`config.mk`:
```
export PLATFORM = sky130hd
export DESIGN_NAME = io_bus_arbiter
export DESIGN_NICKNAME = d
export VERILOG_FILES = /design/src/rtl/io_bus_pkg.sv /design/src/rtl/io_bus_arbiter_rr_arbiter.sv /design/src/rtl/io_bus_arbiter.sv
export SDC_FILE = /design/constraint.sdc
export NUM_CORES = 1
export LEC_CHECK = 0
export CORE_ASPECT_RATIO = 0.8
export CORE_UTILIZATION = 30
export CTS_CLUSTER_DIAMETER = 50
export DETAILED_ROUTE_END_ITERATION = 8
export MAX_ROUTING_LAYER = met4
export SETUP_SLACK_MARGIN = 0.1
export SYNTH_ARGS = -nofsm -noshare
export SYNTH_HDL_FRONTEND = slang
export SYNTH_SLANG_ARGS = --single-unit
```
`constraint.sdc`:
```
create_clock -name clk -period 7.75 [get_ports clk]
set_input_delay 1.55 -clock clk [delete_from_list [all_inputs] [get_ports clk]]
set_output_delay 1.55 -clock clk [all_outputs]
set_load 0.05 [all_outputs]
```
`src/rtl/io_bus_pkg.sv`:
```
// io_bus_pkg: shared types and constants for the dma_io bus arbiter.
// Holds bus widths, the master index type and the request record.
package io_bus_pkg;

   localparam int IO_AW = 14;
   localparam int IO_DW = 32;
   localparam int MAX_M = 8;

   typedef logic [2:0] m_idx_t;

   typedef struct packed {
      logic [IO_AW-1:0] adr;
      logic [IO_DW-1:0] data;
   } io_req_t;

   // Next master index after i, wrapping at n.
   function automatic m_idx_t idx_inc(m_idx_t i, int n);
      return (int'(i) == n - 1) ? m_idx_t'(0) : i + m_idx_t'(1);
   endfunction

endpackage

```
`src/rtl/io_bus_arbiter_rr_arbiter.sv`:
```
// rr_arbiter: picks one requester per cycle, searching from a pointer.
// Define IO_BUS_ARB_FIXED_PRIO_EN for highest-index-wins priority.
module rr_arbiter
   import io_bus_pkg::*;
#(
   parameter int NUM_M = 2
) (
   input  logic [NUM_M-1:0] req_i,
   input  m_idx_t           ptr_i,
   output logic [NUM_M-1:0] gnt_o,
   output m_idx_t           win_o,
   output logic             any_o
);

`ifdef IO_BUS_ARB_FIXED_PRIO_EN
   logic unused_ptr;
   assign unused_ptr = ^ptr_i;

   // Highest requesting index wins.
   always_comb begin
      gnt_o = '0;
      win_o = '0;
      any_o = 1'b0;
      for (int i = 0; i < NUM_M; i++) begin
         if (req_i[i]) begin
            gnt_o    = '0;
            gnt_o[i] = 1'b1;
            win_o    = m_idx_t'(i);
            any_o    = 1'b1;
         end
      end
   end
`else
   // First requester at or after the pointer wins.
   always_comb begin
      int j;
      gnt_o = '0;
      win_o = '0;
      any_o = 1'b0;
      j     = 0;
      for (int k = 0; k < NUM_M; k++) begin
         j = int'(ptr_i) + k;
         if (j >= NUM_M) begin
            j = j - NUM_M;
         end
         if (req_i[j] && !any_o) begin
            gnt_o[j] = 1'b1;
            win_o    = m_idx_t'(j);
            any_o    = 1'b1;
         end
      end
   end
`endif

endmodule

```
`src/rtl/io_bus_arbiter.sv`:
```
// io_bus_arbiter: registered N-master arbiter for the dma_io bus.
// Define IO_BUS_ARB_FIXED_PRIO_EN for fixed priority (no pointers).
module io_bus_arbiter
   import io_bus_pkg::*;
#(
   parameter int NUM_M  = 2,
   parameter int AW     = IO_AW,
   parameter int DW     = IO_DW,
   parameter int RD_LAT = 1
) (
   input  logic                clk,
   input  logic                rst_n,
   input  logic [NUM_M-1:0]    m_we,
   input  logic [NUM_M*AW-1:0] m_wadr,
   input  logic [NUM_M*DW-1:0] m_wdata,
   input  logic [NUM_M-1:0]    m_radr_en,
   input  logic [NUM_M*AW-1:0] m_radr,
   output logic [NUM_M-1:0]    m_wbusy,
   output logic [NUM_M-1:0]    m_rbusy,
   output logic [NUM_M-1:0]    m_rvalid,
   output logic [DW-1:0]       m_rdata,
   output logic                io_we,
   output logic [AW-1:0]       io_wadr,
   output logic [DW-1:0]       io_wdata,
   output logic                io_radr_en,
   output logic [AW-1:0]       io_radr,
   input  logic [DW-1:0]       io_rdata,
   output logic                proto_err
);

   io_req_t          wbuf_q [NUM_M];
   io_req_t          wbuf_d [NUM_M];
   io_req_t          wreq   [NUM_M];
   io_req_t          wsel;
   logic [NUM_M-1:0] wbuf_v_q, wbuf_v_d, wcand, wgnt;
   m_idx_t           wwin, wptr;
   logic             wany;

   logic [AW-1:0]    rbuf_q [NUM_M];
   logic [AW-1:0]    rbuf_d [NUM_M];
   logic [AW-1:0]    rreq   [NUM_M];
   logic [AW-1:0]    rsel;
   logic [NUM_M-1:0] rbuf_v_q, rbuf_v_d, rcand, rgnt;
   logic [NUM_M-1:0] rout_q, rout_d, rbusy;
   m_idx_t           rwin, rptr;
   logic             rany;

   logic [RD_LAT:0]  own_v_q;
   m_idx_t           own_id_q [RD_LAT+1];

   logic             io_we_q, io_ren_q, perr_q, perr_d;
   logic [AW-1:0]    io_wadr_q, io_radr_q;
   logic [DW-1:0]    io_wdata_q, m_rdata_q;
   logic [NUM_M-1:0] m_rvalid_q;

   assign rbusy = rbuf_v_q | rout_q;
   assign wcand = wbuf_v_q | m_we;
   assign rcand = rbuf_v_q | (m_radr_en & ~rbusy);

   // Present each master's request; a held entry outranks a fresh strobe.
   always_comb begin
      for (int i = 0; i < NUM_M; i++) begin
         wreq[i] = wbuf_v_q[i] ? wbuf_q[i]
                 : io_req_t'({m_wadr[i*AW +: AW], m_wdata[i*DW +: DW]});
         rreq[i] = rbuf_v_q[i] ? rbuf_q[i] : m_radr[i*AW +: AW];
      end
   end

   rr_arbiter #(.NUM_M(NUM_M)) u_warb (
      .req_i (wcand),
      .ptr_i (wptr),
      .gnt_o (wgnt),
      .win_o (wwin),
      .any_o (wany)
   );

   rr_arbiter #(.NUM_M(NUM_M)) u_rarb (
      .req_i (rcand),
      .ptr_i (rptr),
      .gnt_o (rgnt),
      .win_o (rwin),
      .any_o (rany)
   );

   // Winner selection and holding-buffer next state for both paths.
   always_comb begin
      wsel     = '0;
      rsel     = '0;
      wbuf_v_d = wbuf_v_q;
      rbuf_v_d = rbuf_v_q;
      wbuf_d   = wbuf_q;
      rbuf_d   = rbuf_q;
      for (int i = 0; i < NUM_M; i++) begin
         if (wgnt[i]) begin
            wsel        = wreq[i];
            wbuf_v_d[i] = 1'b0;
         end else if (m_we[i] && !wbuf_v_q[i]) begin
            wbuf_v_d[i] = 1'b1;
            wbuf_d[i]   = wreq[i];
         end
         if (rgnt[i]) begin
            rsel        = rreq[i];
            rbuf_v_d[i] = 1'b0;
         end else if (m_radr_en[i] && !rbusy[i]) begin
            rbuf_v_d[i] = 1'b1;
            rbuf_d[i]   = rreq[i];
         end
      end
   end

   assign rout_d = (rout_q & ~m_rvalid_q) | rgnt;
   assign perr_d = perr_q | (|(m_we & wbuf_v_q)) | (|(m_radr_en & rbusy));

`ifdef IO_BUS_ARB_FIXED_PRIO_EN
   logic unused_win;
   assign unused_win = ^wwin;
   assign wptr = '0;
   assign rptr = '0;
`else
   m_idx_t wptr_q, wptr_d, rptr_q, rptr_d;
   assign wptr_d = wany ? idx_inc(wwin, NUM_M) : wptr_q;
   assign rptr_d = rany ? idx_inc(rwin, NUM_M) : rptr_q;
   assign wptr   = wptr_q;
   assign rptr   = rptr_q;

   // Round-robin pointers step past each winner.
   always_ff @(posedge clk) begin
      if (!rst_n) begin
         wptr_q <= '0;
         rptr_q <= '0;
      end else begin
         wptr_q <= wptr_d;
         rptr_q <= rptr_d;
      end
   end
`endif

   // Holding buffers, outstanding-read flags and the sticky error.
   always_ff @(posedge clk) begin
      if (!rst_n) begin
         wbuf_v_q <= '0;
         rbuf_v_q <= '0;
         rout_q   <= '0;
         perr_q   <= 1'b0;
         for (int i = 0; i < NUM_M; i++) begin
            wbuf_q[i] <= '0;
            rbuf_q[i] <= '0;
         end
      end else begin
         wbuf_v_q <= wbuf_v_d;
         rbuf_v_q <= rbuf_v_d;
         rout_q   <= rout_d;
         perr_q   <= perr_d;
         wbuf_q   <= wbuf_d;
         rbuf_q   <= rbuf_d;
      end
   end

   // Bus-side registers and read-data return routing.
   always_ff @(posedge clk) begin
      if (!rst_n) begin
         io_we_q    <= 1'b0;
         io_wadr_q  <= '0;
         io_wdata_q <= '0;
         io_ren_q   <= 1'b0;
         io_radr_q  <= '0;
         own_v_q    <= '0;
         m_rvalid_q <= '0;
         m_rdata_q  <= '0;
         for (int k = 0; k <= RD_LAT; k++) begin
            own_id_q[k] <= '0;
         end
      end else begin
         io_we_q  <= wany;
         io_ren_q <= rany;
         if (wany) begin
            io_wadr_q  <= wsel.adr;
            io_wdata_q <= wsel.data;
         end
         if (rany) begin
            io_radr_q <= rsel;
         end
         own_v_q     <= {own_v_q[RD_LAT-1:0], rany};
         own_id_q[0] <= rwin;
         for (int k = 1; k <= RD_LAT; k++) begin
            own_id_q[k] <= own_id_q[k-1];
         end
         for (int i = 0; i < NUM_M; i++) begin
            m_rvalid_q[i] <= own_v_q[RD_LAT]
                          && (own_id_q[RD_LAT] == m_idx_t'(i));
         end
         if (own_v_q[RD_LAT]) begin
            m_rdata_q <= io_rdata;
         end
      end
   end

   assign m_wbusy    = wbuf_v_q;
   assign m_rbusy    = rbusy;
   assign m_rvalid   = m_rvalid_q;
   assign m_rdata    = m_rdata_q;
   assign io_we      = io_we_q;
   assign io_wadr    = io_wadr_q;
   assign io_wdata   = io_wdata_q;
   assign io_radr_en = io_ren_q;
   assign io_radr    = io_radr_q;
   assign proto_err  = perr_q;

endmodule

```
Yosys cells after proc, flatten, opt, wreduce, memory -nomap -nowiden
Memories as Yosys holds them, arrays and structs flattened.
Cells that the tools add are included.
{ "word_totals": {"register_bits": 231, "mem_bits_rw": 6, "input_bits": 158, "wordCells": 146, "memories": 1} }
{ "mem_list": {"columns": ["memory", "depth", "word_bits", "rd", "rd_ports_with_merged_regs", "wr", "line", "text"], "rows": [
  ["own_id_q", 2, 3, 2, 0, 2, "io_bus_arbiter.sv:49", "m_idx_t own_id_q [RD_LAT+1];"]
]} }
{ "classes": {"n_addsub": 8, "magnitude_cmp": 12, "n_eq_ne": 3, "muxes": 50, "bitwise": 21, "n_reduce_logical": 29} }
{ "ops": {"columns": ["operator", "count"], "rows": [
  ["$mux W46", 4],
  ["$ge A32 B1 Y1 const B", 4],
  ["$lt A32 B3 Y1 const B", 4],
  ["$mux W32", 4],
  ["$ge A32 B3 Y1 const B", 2],
  ["$sub A32 B3 Y32 const B", 2],
  ["$mux W14", 4],
  ["$mux W3", 8],
  ["$mux W1", 22],
  ["$logic_and A1 B1 Y1", 12],
  ["$or A2 B2 Y2", 6],
  ["$reduce_or A2 Y1", 6],
  ["$add A3 B1 Y4 const B", 2],
  ["$and A2 B2 Y2", 4],
  ["$mux W2", 4],
  ["$reduce_and A2 Y1", 4],
  ["$sub A3 B2 Y4 const B", 2],
  ["$add A3 B1 Y3 const B", 2],
  ["$eq A3 B2 Y1 const B", 2],
  ["$ge A3 B2 Y1 const B", 2],
  ["$logic_not A1 Y1", 6],
  ["$not A1 Y1", 5],
  ["$demux W1 S1", 4],
  ["$not A2 Y2", 2],
  ["3 further kinds", 6]
]} }

Logic depth before layout (Yosys ltp)
Gate-level depths: netlist of the first run.
{ "depth": {"depth_word": 13, "ltp_mapped": 11} }

Cells and area by module
A second synthesis of the first run with hierarchy kept.
{ "hier_totals": {"hier_cells": 1105, "hier_area_um2": 9983.3} }
{ "modules_own_cells": {"columns": ["mod", "n_inst", "cells_per_inst", "area_each_um2", "seq_area_each_um2"], "rows": [
  ["io_bus_arbiter", 1, 1035, 9530.4, 4724.5],
  ["rr_arbiter at u_warb", 1, 38, 249.0, 0.0],
  ["rr_arbiter at u_rarb", 1, 32, 203.9, 0.0]
]} }

Worst setup path before layout of the first run
No wires, ideal clock.
{ "synth_path": {"path_kind": "input port to flip-flop", "startpoint": "input m_we[1]", "endpoint": "register wptr_q[1], in the netlist wptr[1]", "setup_ps": 95, "t_arrival_ps": 2928, "required_ps": 7655, "setup_slack_ps": 4727, "cell_stages": 6, "n_path_buf": 0, "cell_sequence": "or2_2 -> and2_1 -> o21ai_0 -> o22ai_1 -> or3_1 -> a221oi_1"} }
{ "synth_via": {"elab_chain_len": 10} }
{ "synth_rtl": {"columns": ["element", "line", "text"], "rows": [
  ["start, declared", "io_bus_arbiter.sv:13", "input logic [NUM_M-1:0] m_we,"],
  ["$or A2 B2 Y2 *", "io_bus_arbiter.sv:57", "assign wcand = wbuf_v_q | m_we;"],
  ["$mux W1 (not written as such) (3 in a row)", "io_bus_arbiter_rr_arbiter.sv:46", "if (req_i[j] && !any_o) begin"],
  ["$mux W1", "io_bus_arbiter_rr_arbiter.sv:46", null],
  ["$logic_not A1 Y1", "io_bus_arbiter_rr_arbiter.sv:46", null],
  ["$logic_and A1 B1 Y1", "io_bus_arbiter_rr_arbiter.sv:46", null],
  ["$mux W3", "io_bus_arbiter_rr_arbiter.sv:46", null],
  ["$add A3 B1 Y3 / $eq A3 B2 Y1 (equally long branches)", "io_bus_pkg.sv:18", "return (int'(i) == n - 1) ? m_idx_t'(0) : i + m_idx_t'(1);"],
  ["$mux W3", "io_bus_pkg.sv:18", null],
  ["end signal, assigned", "io_bus_arbiter.sv:132", "wptr_q <= wptr_d;"],
  ["end, declared", "io_bus_arbiter.sv:120", "m_idx_t wptr_q, wptr_d, rptr_q, rptr_d;"]
]} }
Mark *: on every way between the ends. The rest lies on a longest branch, timed or not. The select of a mux whose other input is x is not followed.
A chain may end at the register's enable or synchronous reset.

Worst setup path in the final report of the first run
{ "layout_path": {"startpoint": "register rbuf_v_q[1]", "endpoint": "output m_rbusy[1]"} }
{ "layout_via": {"elab_chain_len": 1} }
{ "layout_rtl": {"columns": ["element", "line", "text"], "rows": [
  ["start, declared", "io_bus_arbiter.sv:43", "logic [NUM_M-1:0] rbuf_v_q, rbuf_v_d, rcand, rgnt;"],
  ["start signal, assigned", "io_bus_arbiter.sv:151", "rbuf_v_q <= rbuf_v_d;"],
  ["$or A2 B2 Y2", "io_bus_arbiter.sv:56", "assign rbusy = rbuf_v_q | rout_q;"],
  ["end, declared", "io_bus_arbiter.sv:19", "output logic [NUM_M-1:0] m_rbusy,"]
]} }
No other way between the ends.

==> out/metrics.cfg, run 1 <==
[status]
status=finished, final reports clean

[logic_synthesis]
synth_seq_cells=236
syn_inst=1197
yosysWarnings=0
ys_top_cells_by_area=dfxtp_1 (45%), o21ai_0 (8.0%), mux2i_1 (5.7%)
synth_top_area_share_pct=45.2
syn-num-nets=1364
synth_edf_count=0
synth_area_um2=10500
synthMostInstantiatedCell=dfxtp_1
avgSynthCellArea_um2=8.73
ys.flop_type=dfxtp_1
ys_types=51
async_reset_ff_share_pct=0
yosysSeqAreaShare_pct=45.2
yosys.area.top_type=dfxtp_1
synth_common_cells=dfxtp_1 (236), o21ai_0 (168), nor2_1 (121)

[cts]
clock-sinks=236
clock_latency_ps=560
root_buffer=clkbuf_16
tritoncts.num_buffers=29
clk_pin_slew_worst_paths_ps=60
cts_setup_buffers=0
cts.repair.resized=0
htree_levels=1
cts_tree=yes
cts_hold_buffers=0
clockBufferDepth=3

[layout]
area_delta_synth_final_pct=37.0
final_cells=1881
nFillCells=3318
drive_gt1_share_pct=10.2
nets=1555

[worst_setup_path]
crit_chain=or2_2, clkdlybuf4s50_1
crit_buf_inv=1
r2r-end=io_wdata[14]
critPathRequiredTime_ps=6200
path_class=register to output pin
crit_path_end_kind=output pin
rrSetupSlack_ps=4550
worstPathArrival_ps=2710
slowest_stage=dfxtp_1
crit_fanout=18
rr_worst_depth=7
r2r_start=wptr[0]
crit_family=flip-flops
setup.worst_path.start_class=register
critPathMaxStageDelay_ps=1060

[route]
drt.antenna.violating_nets=0
routed_wl_um=31500
drt-initial-drc-count=546
wl_per_cell_um=16.8
drt-vias-per-instance=5.02
vias=9446
drc=0
first_pass_iters=5

[pwr]
finalPower_mw=4.42
leakagePower_nw=5.10
irDropWorstVdd_mv=0.147
power-per-cell-area_nw_per_um2=309

[hold_path]
hold_depth=1
hold_start=own_id_q[0][3]
hold_class=register to register
hold_end=m_rvalid[0]

[timing]
rsz0062_at_grt=no
fmax_ghz=0.235
setup_violations=0
setup_slack_ps=3490
final.period_utilization_pct=55.0
finalSetupTns_ps=0
timing.hold.ws_ps=412
fin_crit_ps=4260
slew_violations=0
relSlewSlack_pct=23.8
finalHoldViolCount=0
fin_worst_skew_ps=15.1
worstMarginPinSlew_ps=1140

[place]
dp_slack_ps=3580
routabilityCongestion=0.789
numPortBuffers=258
dp_cells=1822
dp_hpwl_um=19500

[grt]
grt_usage_pct=17.8
gr-total-overflow=0
grt_antenna_before_repair=6
grt_max_degree=108
first_global_vias=8958
grt_pass1_wl_um=49800

[floorplanning]
die-height_um=169
io_pins=259
dieArea_um2=35600
die_w_um=211
initial_core_util_pct=30.8
core_area_um2=33900
num_rows=60

[run]
cap_violations=0

[metrics by stage]
step | instance area, um2 | utilization (%)
after floorplan | 10500 | -
after global placement | 13300 | 39.3
after detailed placement | 13300 | 39.3
after CTS | 14300 | 42.2
after global routing | 14300 | 42.2
final | 14300 | 42.2
[layout make-up]
class / count / area [um2] / share of cell area [%]
multi-input cells: 840 / 5290 / 37.0
clock inverters: 9 / 138 / 0.961
flip-flops and latches: 236 / 4730 / 33.0
diodes: 6 / 15.0 / 0.105
inverters: 10 / 37.5 / 0.262
well taps: 465 / 582 / 4.06
repair buffers: 271 / 2680 / 18.7
clock buffers: 44 / 842 / 5.88
[cells by family after synthesis]
group | Yosys count | synth area share, %
adders and majority gates | 9 | 1.08
xor gates and xnor gates | 5 | 0.419
buffers and inverters | 121 | 4.66
and+or+nand+nor | 383 | 16.2
muxes | 106 | 10.7
DFF | 236 | 45.2
AOI/OAI and AO/OA | 337 | 21.8
[worst register-to-register path: stages, from the launching register on]
cell and delay [ps]:
dfxtp_1 610, ha_1 340, xnor2_1 100, ha_1 210, o21ai_1 500, a21o_2 990
a221oi_1 250, nor2_1 140
[worst max-delay path by stage]
stage           startpoint    endpoint  slack (ps)  cells after the start
6_report       rbuf_v_q[1]  m_rbusy[1]        3490                      2
5_1_grt        rbuf_v_q[1]  m_rbusy[1]        3370                      2
4_1_cts        rbuf_v_q[1]  m_rbusy[1]        3460                      2
3_5_place_dp       m_we[1]   wbuf_q[4]        3580                      7
3_3_place_gp       m_we[1]  wbuf_q[29]        3650                      7
2_1_floorplan      m_we[1]     wptr[1]        4730                      6
[where the power goes]
group | switching [mW] | total (mW) | internal, mW
Combinational | 0.897 | 1.48 | 0.583
Clock | 0.544 | 1.39 | 0.849
Sequential | 0.141 | 1.55 | 1.41
Total | 1.58 | 4.42 | 2.84
[layout by cell type, fill, tap and decap left out, types with 13 or more instances in the layout]
cell | netlist | routed
clkbuf_16 | 0 | 29
a22o_1 | 46 | 46
a221oi_1 | 48 | 48
nand2_1 | 119 | 118
nand3_1 | 108 | 108
buf_4 | 2 | 13
dfxtp_1 | 236 | 233
o221a_2 | 14 | 14
a21oi_1 | 15 | 15
mux2_2 | 46 | 46
nor2_1 | 121 | 120
clkdlybuf4s50_1 | 0 | 257
mux2i_1 | 60 | 60
o21ai_0 | 168 | 168
[sequential cells by signal (all words and copies together) (netlist names)]
register   cells
wbuf_q        92
io_wdata      32
m_rdata       32
rbuf_q        28
io_radr       14
io_wadr       14
own_id_q       6
rptr           3
wptr           3
m_rvalid       2
m_wbusy        2
own_v_q        2
rbuf_v_q       2
rout_q         2
io_we          1
proto_err      1
[layer usage]
layer  track usage, %  vias to the layer above  part of all wire, %
met1             23.6                     4425                   47
li1                 -                     4708                    -
met5                -                        -                    0
met3             5.10                       43                  7.8
met2             26.8                      270                   43
met4             3.62                        0                  1.9
Note: power is estimated with default switching activity, not from simulation.
==> inputs of run 2 (changes only) <==
- clock period: 7.75 -> 3.9 ns (I/O delays scaled with it)
==> run 2 against run 1 <==
Utilization up 0.53 points; highest routed layer unchanged; via count up 2.2%; clock skew barely moved.
==> out/metrics.cfg, run 2 (same netlist as run 1, synthesis figures left out) <==
[place]
numPortBuffers=258  ; unchanged
routabilityCongestion=0.808  ; was 0.789
dp_hpwl_um=20700  ; was 19500 um

[timing]
relSlewSlack_pct=27.5  ; was 23.8%
fin_crit_ps=3070
timing.hold.ws_ps=401  ; was 412 ps
final.period_utilization_pct=78.8
setup_violations=0  ; unchanged
worstMarginPinSlew_ps=1090  ; was 1140 ps
slew_violations=0  ; unchanged
fin_worst_skew_ps=15.4  ; was 15.1 ps
rsz0062_at_grt=no  ; unchanged
finalHoldViolCount=0  ; unchanged
fmax_ghz=0.326
finalSetupTns_ps=0  ; unchanged

[worst_setup_path]
crit_path_start=wptr[0]  ; was rbuf_v_q[1]
cp_common_cell=ha_1
critPathMaxStageDelay_ps=620  ; was 1060 ps
slowest_stage=dfxtp_1  ; unchanged
critPathRequiredTime_ps=4390  ; was 6200 ps
path_class=register to register  ; was register to output pin
crit_chain=ha_1, xnor2_1, ha_1, o21ai_1, a32o_2, buf_4, a221oi_1, nor2_1  ; was or2_2, clkdlybuf4s50_1
setup.worst_path.start_class=register  ; unchanged
worstPathArrival_ps=3560  ; was 2710 ps
rr_worst_depth=8  ; was 7
r2r_start=wptr[0]  ; unchanged
crit_path_end_kind=register  ; was output pin
crit_fanout=17  ; was 18

[cts]
clock_latency_ps=570  ; was 560 ps
root_buffer=clkbuf_16  ; unchanged
htree_levels=1  ; unchanged
tritoncts.num_buffers=31  ; was 29
clock-sinks=236  ; unchanged
cts_tree=yes  ; unchanged
cts_setup_buffers=0  ; unchanged
clockBufferDepth=3  ; unchanged
cts_hold_buffers=0  ; unchanged
cts.repair.resized=0  ; unchanged
clk_pin_slew_worst_paths_ps=60  ; about the same

[pwr]
irDropWorstVdd_mv=0.337  ; was 0.147 mV
power-per-cell-area_nw_per_um2=623  ; was 309 nW/um2
leakagePower_nw=5.20  ; was 5.10 nW

[layout]
multiInputGateArea_um2=5290  ; unchanged
nets=1566  ; was 1555
largest_reg_flops=92  ; unchanged
nFillCells=3383  ; was 3318
drive_gt1_share_pct=11.5  ; was 10.2%
final_cell_mix=clkdlybuf4s50_1 (257), dfxtp_1 (233), o21ai_0 (168)  ; unchanged
seq_area_um2=4730  ; unchanged
largest_register=wbuf_q  ; unchanged
area_delta_synth_final_pct=38.7  ; was 37.0%
final_common_cell=clkdlybuf4s50_1  ; unchanged

[grt]
grt_antenna_before_repair=8  ; was 6
gr-total-overflow=0  ; unchanged
first_global_vias=8972  ; was 8958
grt_pass1_wl_um=50300  ; was 49800 um
grt_max_degree=118  ; was 108
grt_usage_pct=18.0  ; was 17.8%

[run]
cap_violations=0  ; unchanged

[floorplanning]
die-height_um=169  ; unchanged
num_rows=60  ; unchanged
dieArea_um2=35600  ; unchanged
initial_core_util_pct=30.8  ; unchanged
core_area_um2=33900  ; unchanged
io_pins=259  ; unchanged
die_w_um=211  ; unchanged

[status]
status=finished, final reports clean  ; unchanged

[hold_path]
hold_start=own_id_q[0][3]  ; unchanged
hold_depth=1  ; unchanged
hold_class=register to register  ; unchanged

[route]
drt-vias-per-instance=5.09  ; was 5.02
first_pass_iters=5  ; unchanged
drt.antenna.violating_nets=0  ; unchanged
vias=9658  ; was 9446
drc=0  ; unchanged
drt-initial-drc-count=781  ; was 546
routed_wl_um=32200  ; was 31500 um
wl_per_cell_um=17.0  ; was 16.8 um

run 2: through the flow:
stage	setup slack, ps	std cells	power, mW	area, um2	utilization (%)
floorplan	1240	1197	5.15	10500	-
global placement	914	1831	6.07	13400	39.5
detailed placement	816	1831	6.11	13400	39.5
CTS	804	1889	9.14	14500	42.7
global route	614	1897	9.51	14500	42.7
finish	828	1897	9.04	14500	42.7
run 2: critical path: cells and delay by family, from the launching register on:
family,cells,cell delay (ps)
adders and majority gates,2,550
DFF,1,620
AOI/OAI and AO/OA,3,1250
xor gates and xnor gates,1,100
buffers and inverters,1,330
and+or+nand+nor,1,140
run 2: cell type report:
type                    count  share of cell area (%)
diodes                      8                   0.138
clock buffers              38                    5.81
clock inverters            20                    1.70
inverters                  10                   0.259
multi-input cells         840                    36.5
flip-flops and latches    236                    32.6
well taps                 465                    4.01
repair buffers            280                    19.0
run 2: final timing paths:
check | to | slack, ps
worst max-delay path | io_wdata[12] | 830
worst min-delay path | m_rvalid[0] | 400
worst max register to register | io_wdata[12] | 830
worst min register to register | m_rvalid[0] | 400
run 2: power breakdown:
group	switching, mW	leakage, nW	internal [mW]	total [mW]
Combinational	1.80	2.74	1.18	2.98
Clock	1.17	0.528	1.82	2.98
Sequential	0.270	1.94	2.80	3.07
run 2: routing by layer:
metal / share of wire (%) / global-route usage (%) / up-vias
li1: - / - / 4733
met1: 47 / 24.3 / 4535
met2: 43 / 27.2 / 350
met3: 8.1 / 4.75 / 40
met4: 1.6 / 3.34 / 0
met5: 0 / - / -
==> inputs of run 3 (changes only) <==
- clock period: 3.9 -> 3.1 ns (I/O delays scaled with it)
==> run 3 against run 2 <==
Via count is 0.68% lower; global-route usage barely moved; hold slack improved by 6.8 ps; combinational power rose by 28%; clock power grew 16%; sequential power rose by 25%; critical endpoint is now io_radr[10].
==> out/metrics.cfg, run 3 (same netlist as run 1, synthesis figures left out) <==
[status]
status=finished, final reports clean  ; unchanged

[pwr]
finalPower_mw=11.1  ; was 9.04 mW
power-per-cell-area_nw_per_um2=768  ; was 623 nW/um2
leakagePower_nw=5.20  ; about the same
irDropWorstVdd_mv=0.503  ; was 0.337 mV

[route]
drt.antenna.violating_nets=0  ; unchanged
drc=0  ; unchanged
first_pass_iters=5  ; unchanged
wl_per_cell_um=17.1  ; was 17.0 um
vias=9592  ; was 9658
routed_wl_um=32300  ; was 32200 um
drt-vias-per-instance=5.07  ; was 5.09
drt-initial-drc-count=747  ; was 781

[place]
dp_slack_ps=327  ; was 816 ps
numPortBuffers=258  ; unchanged
dp_hpwl_um=20500  ; was 20700 um
routabilityCongestion=0.833  ; was 0.808
dp_cells=1834  ; was 1831

[cts]
clock_latency_ps=570  ; about the same
clk_pin_slew_worst_paths_ps=60  ; about the same
root_buffer=clkbuf_16  ; unchanged
cts_hold_buffers=0  ; unchanged
clock-sinks=236  ; unchanged
tritoncts.num_buffers=30  ; was 31
cts_tree=yes  ; unchanged
htree_levels=1  ; unchanged
clockBufferDepth=3  ; unchanged

[timing]
setup_violations=0  ; unchanged
finalSetupTns_ps=0  ; unchanged
finalHoldViolCount=0  ; unchanged
setup_slack_ps=309  ; was 828 ps
fmax_ghz=0.358  ; was 0.326 GHz
rsz0062_at_grt=no  ; unchanged
fin_worst_skew_ps=16.4  ; was 15.4 ps
slew_violations=0  ; unchanged
final.period_utilization_pct=90.0  ; was 78.8%
relSlewSlack_pct=31.9  ; was 27.5%
fin_crit_ps=2790  ; was 3070 ps
worstMarginPinSlew_ps=1020  ; was 1090 ps

[floorplanning]
initial_core_util_pct=30.8  ; unchanged
io_pins=259  ; unchanged
num_rows=60  ; unchanged
die_w_um=211  ; unchanged
dieArea_um2=35600  ; unchanged
core_area_um2=33900  ; unchanged
die-height_um=169  ; unchanged

[worst_setup_path]
cp_common_cell=ha_1  ; unchanged
crit_path_end_kind=register  ; unchanged
crit_fanout=15  ; was 17
crit_family=compound AO/OA/AOI/OAI gates  ; unchanged
crit_chain=buf_4, ha_1, xnor2_1, ha_1, inv_1, o211a_2, a31o_2, nand2_1, o221a_2, nor2_1  ; was ha_1, xnor2_1, ha_1, o21ai_1, a32o_2, buf_4, a221oi_1, nor2_1
slowest_stage=nand2_1  ; was dfxtp_1
r2r_start=rptr[0]  ; was wptr[0]
critPathMaxStageDelay_ps=460  ; was 620 ps
critPathRequiredTime_ps=3550  ; was 4390 ps
path_class=register to register  ; unchanged
crit_buf_inv=2  ; was 1
worstPathArrival_ps=3240  ; was 3560 ps
setup.worst_path.start_class=register  ; unchanged
crit_path_start=rptr[0]  ; was wptr[0]

[layout]
final_util_pct=42.7  ; about the same
final_cells=1893  ; was 1897
drive_gt1_share_pct=11.3  ; was 11.5%
largest_reg_flops=92  ; unchanged
area_delta_synth_final_pct=38.7  ; about the same
final_common_cell=clkdlybuf4s50_1  ; unchanged
final_cell_mix=clkdlybuf4s50_1 (257), dfxtp_1 (233), o21ai_0 (168)  ; unchanged
nets=1568  ; was 1566
largest_register=wbuf_q  ; unchanged

[grt]
first_global_vias=9047  ; was 8972
grt_max_degree=164  ; was 118
grt_antenna_before_repair=6  ; was 8
grt_usage_pct=18.0  ; about the same
gr-total-overflow=0  ; unchanged
grt_pass1_wl_um=49900  ; was 50300 um

[hold_path]
hold_start=own_id_q[0][3]  ; unchanged
hold_class=register to register  ; unchanged

[run]
cap_violations=0  ; unchanged

-- run 3: cell types whose count changed in the layout (fill, tap and decap cells not counted), sizes merged --
| cell | delta |
|---|---|
| inv | -1 |
| clkinv | -1 |
| bufinv | -2 |
| buf | +3 |
| clkinvlp | -3 |
| clkbuf | +1 |
| diode | -1 |
-- run 3: where the power goes --
part	switching, mW	internal [mW]
combinational	2.30	1.52
sequential	0.318	3.53
clock	1.40	2.07
-- run 3: timing repair --
action,4_1_cts,5_1_grt
endpoints found under the setup margin,0,9
resized for setup,0,1
endpoints found under the hold margin,0,0
setup buffers,0,0
-- run 3: metal layers --
layer / vias up / track usage [%] / share of wire [%] / wire, um
met5: - / - / 0 / 0
met1: 4514 / 23.7 / 47 / 15100
met3: 44 / 4.53 / 7.2 / 2320
met2: 305 / 28.0 / 44 / 14400
li1: 4729 / - / - / -
met4: 0 / 3.28 / 1.6 / 514
-- run 3: area by class of cell --
class                   count  area, um2
clock buffers              39        835
multi-input cells         840       5290
inverters                  10       37.5
clock inverters            13        153
fillers                  3320      19400
well taps                 465        582
flip-flops and latches    236       4730
repair buffers            283       2850
diodes                      7       17.5
-- run 3: metrics by stage --
stage | hold slack, ps | instance area (um2)
2_1_floorplan | 383 | 10500
3_3_place_gp | 387 | 13500
3_5_place_dp | 394 | 13500
4_1_cts | 412 | 14500
5_1_grt | 439 | 14500
6_report | 408 | 14500
-- run 3: final timing paths --
check / cells after the start / slack (ps) / endpoint
worst max register to register: 10 / 310 / io_radr[10]
worst min register to register: 1 / 410 / m_rvalid[0]
worst min-delay path: 1 / 410 / m_rvalid[0]
worst max-delay path: 10 / 310 / io_radr[10]
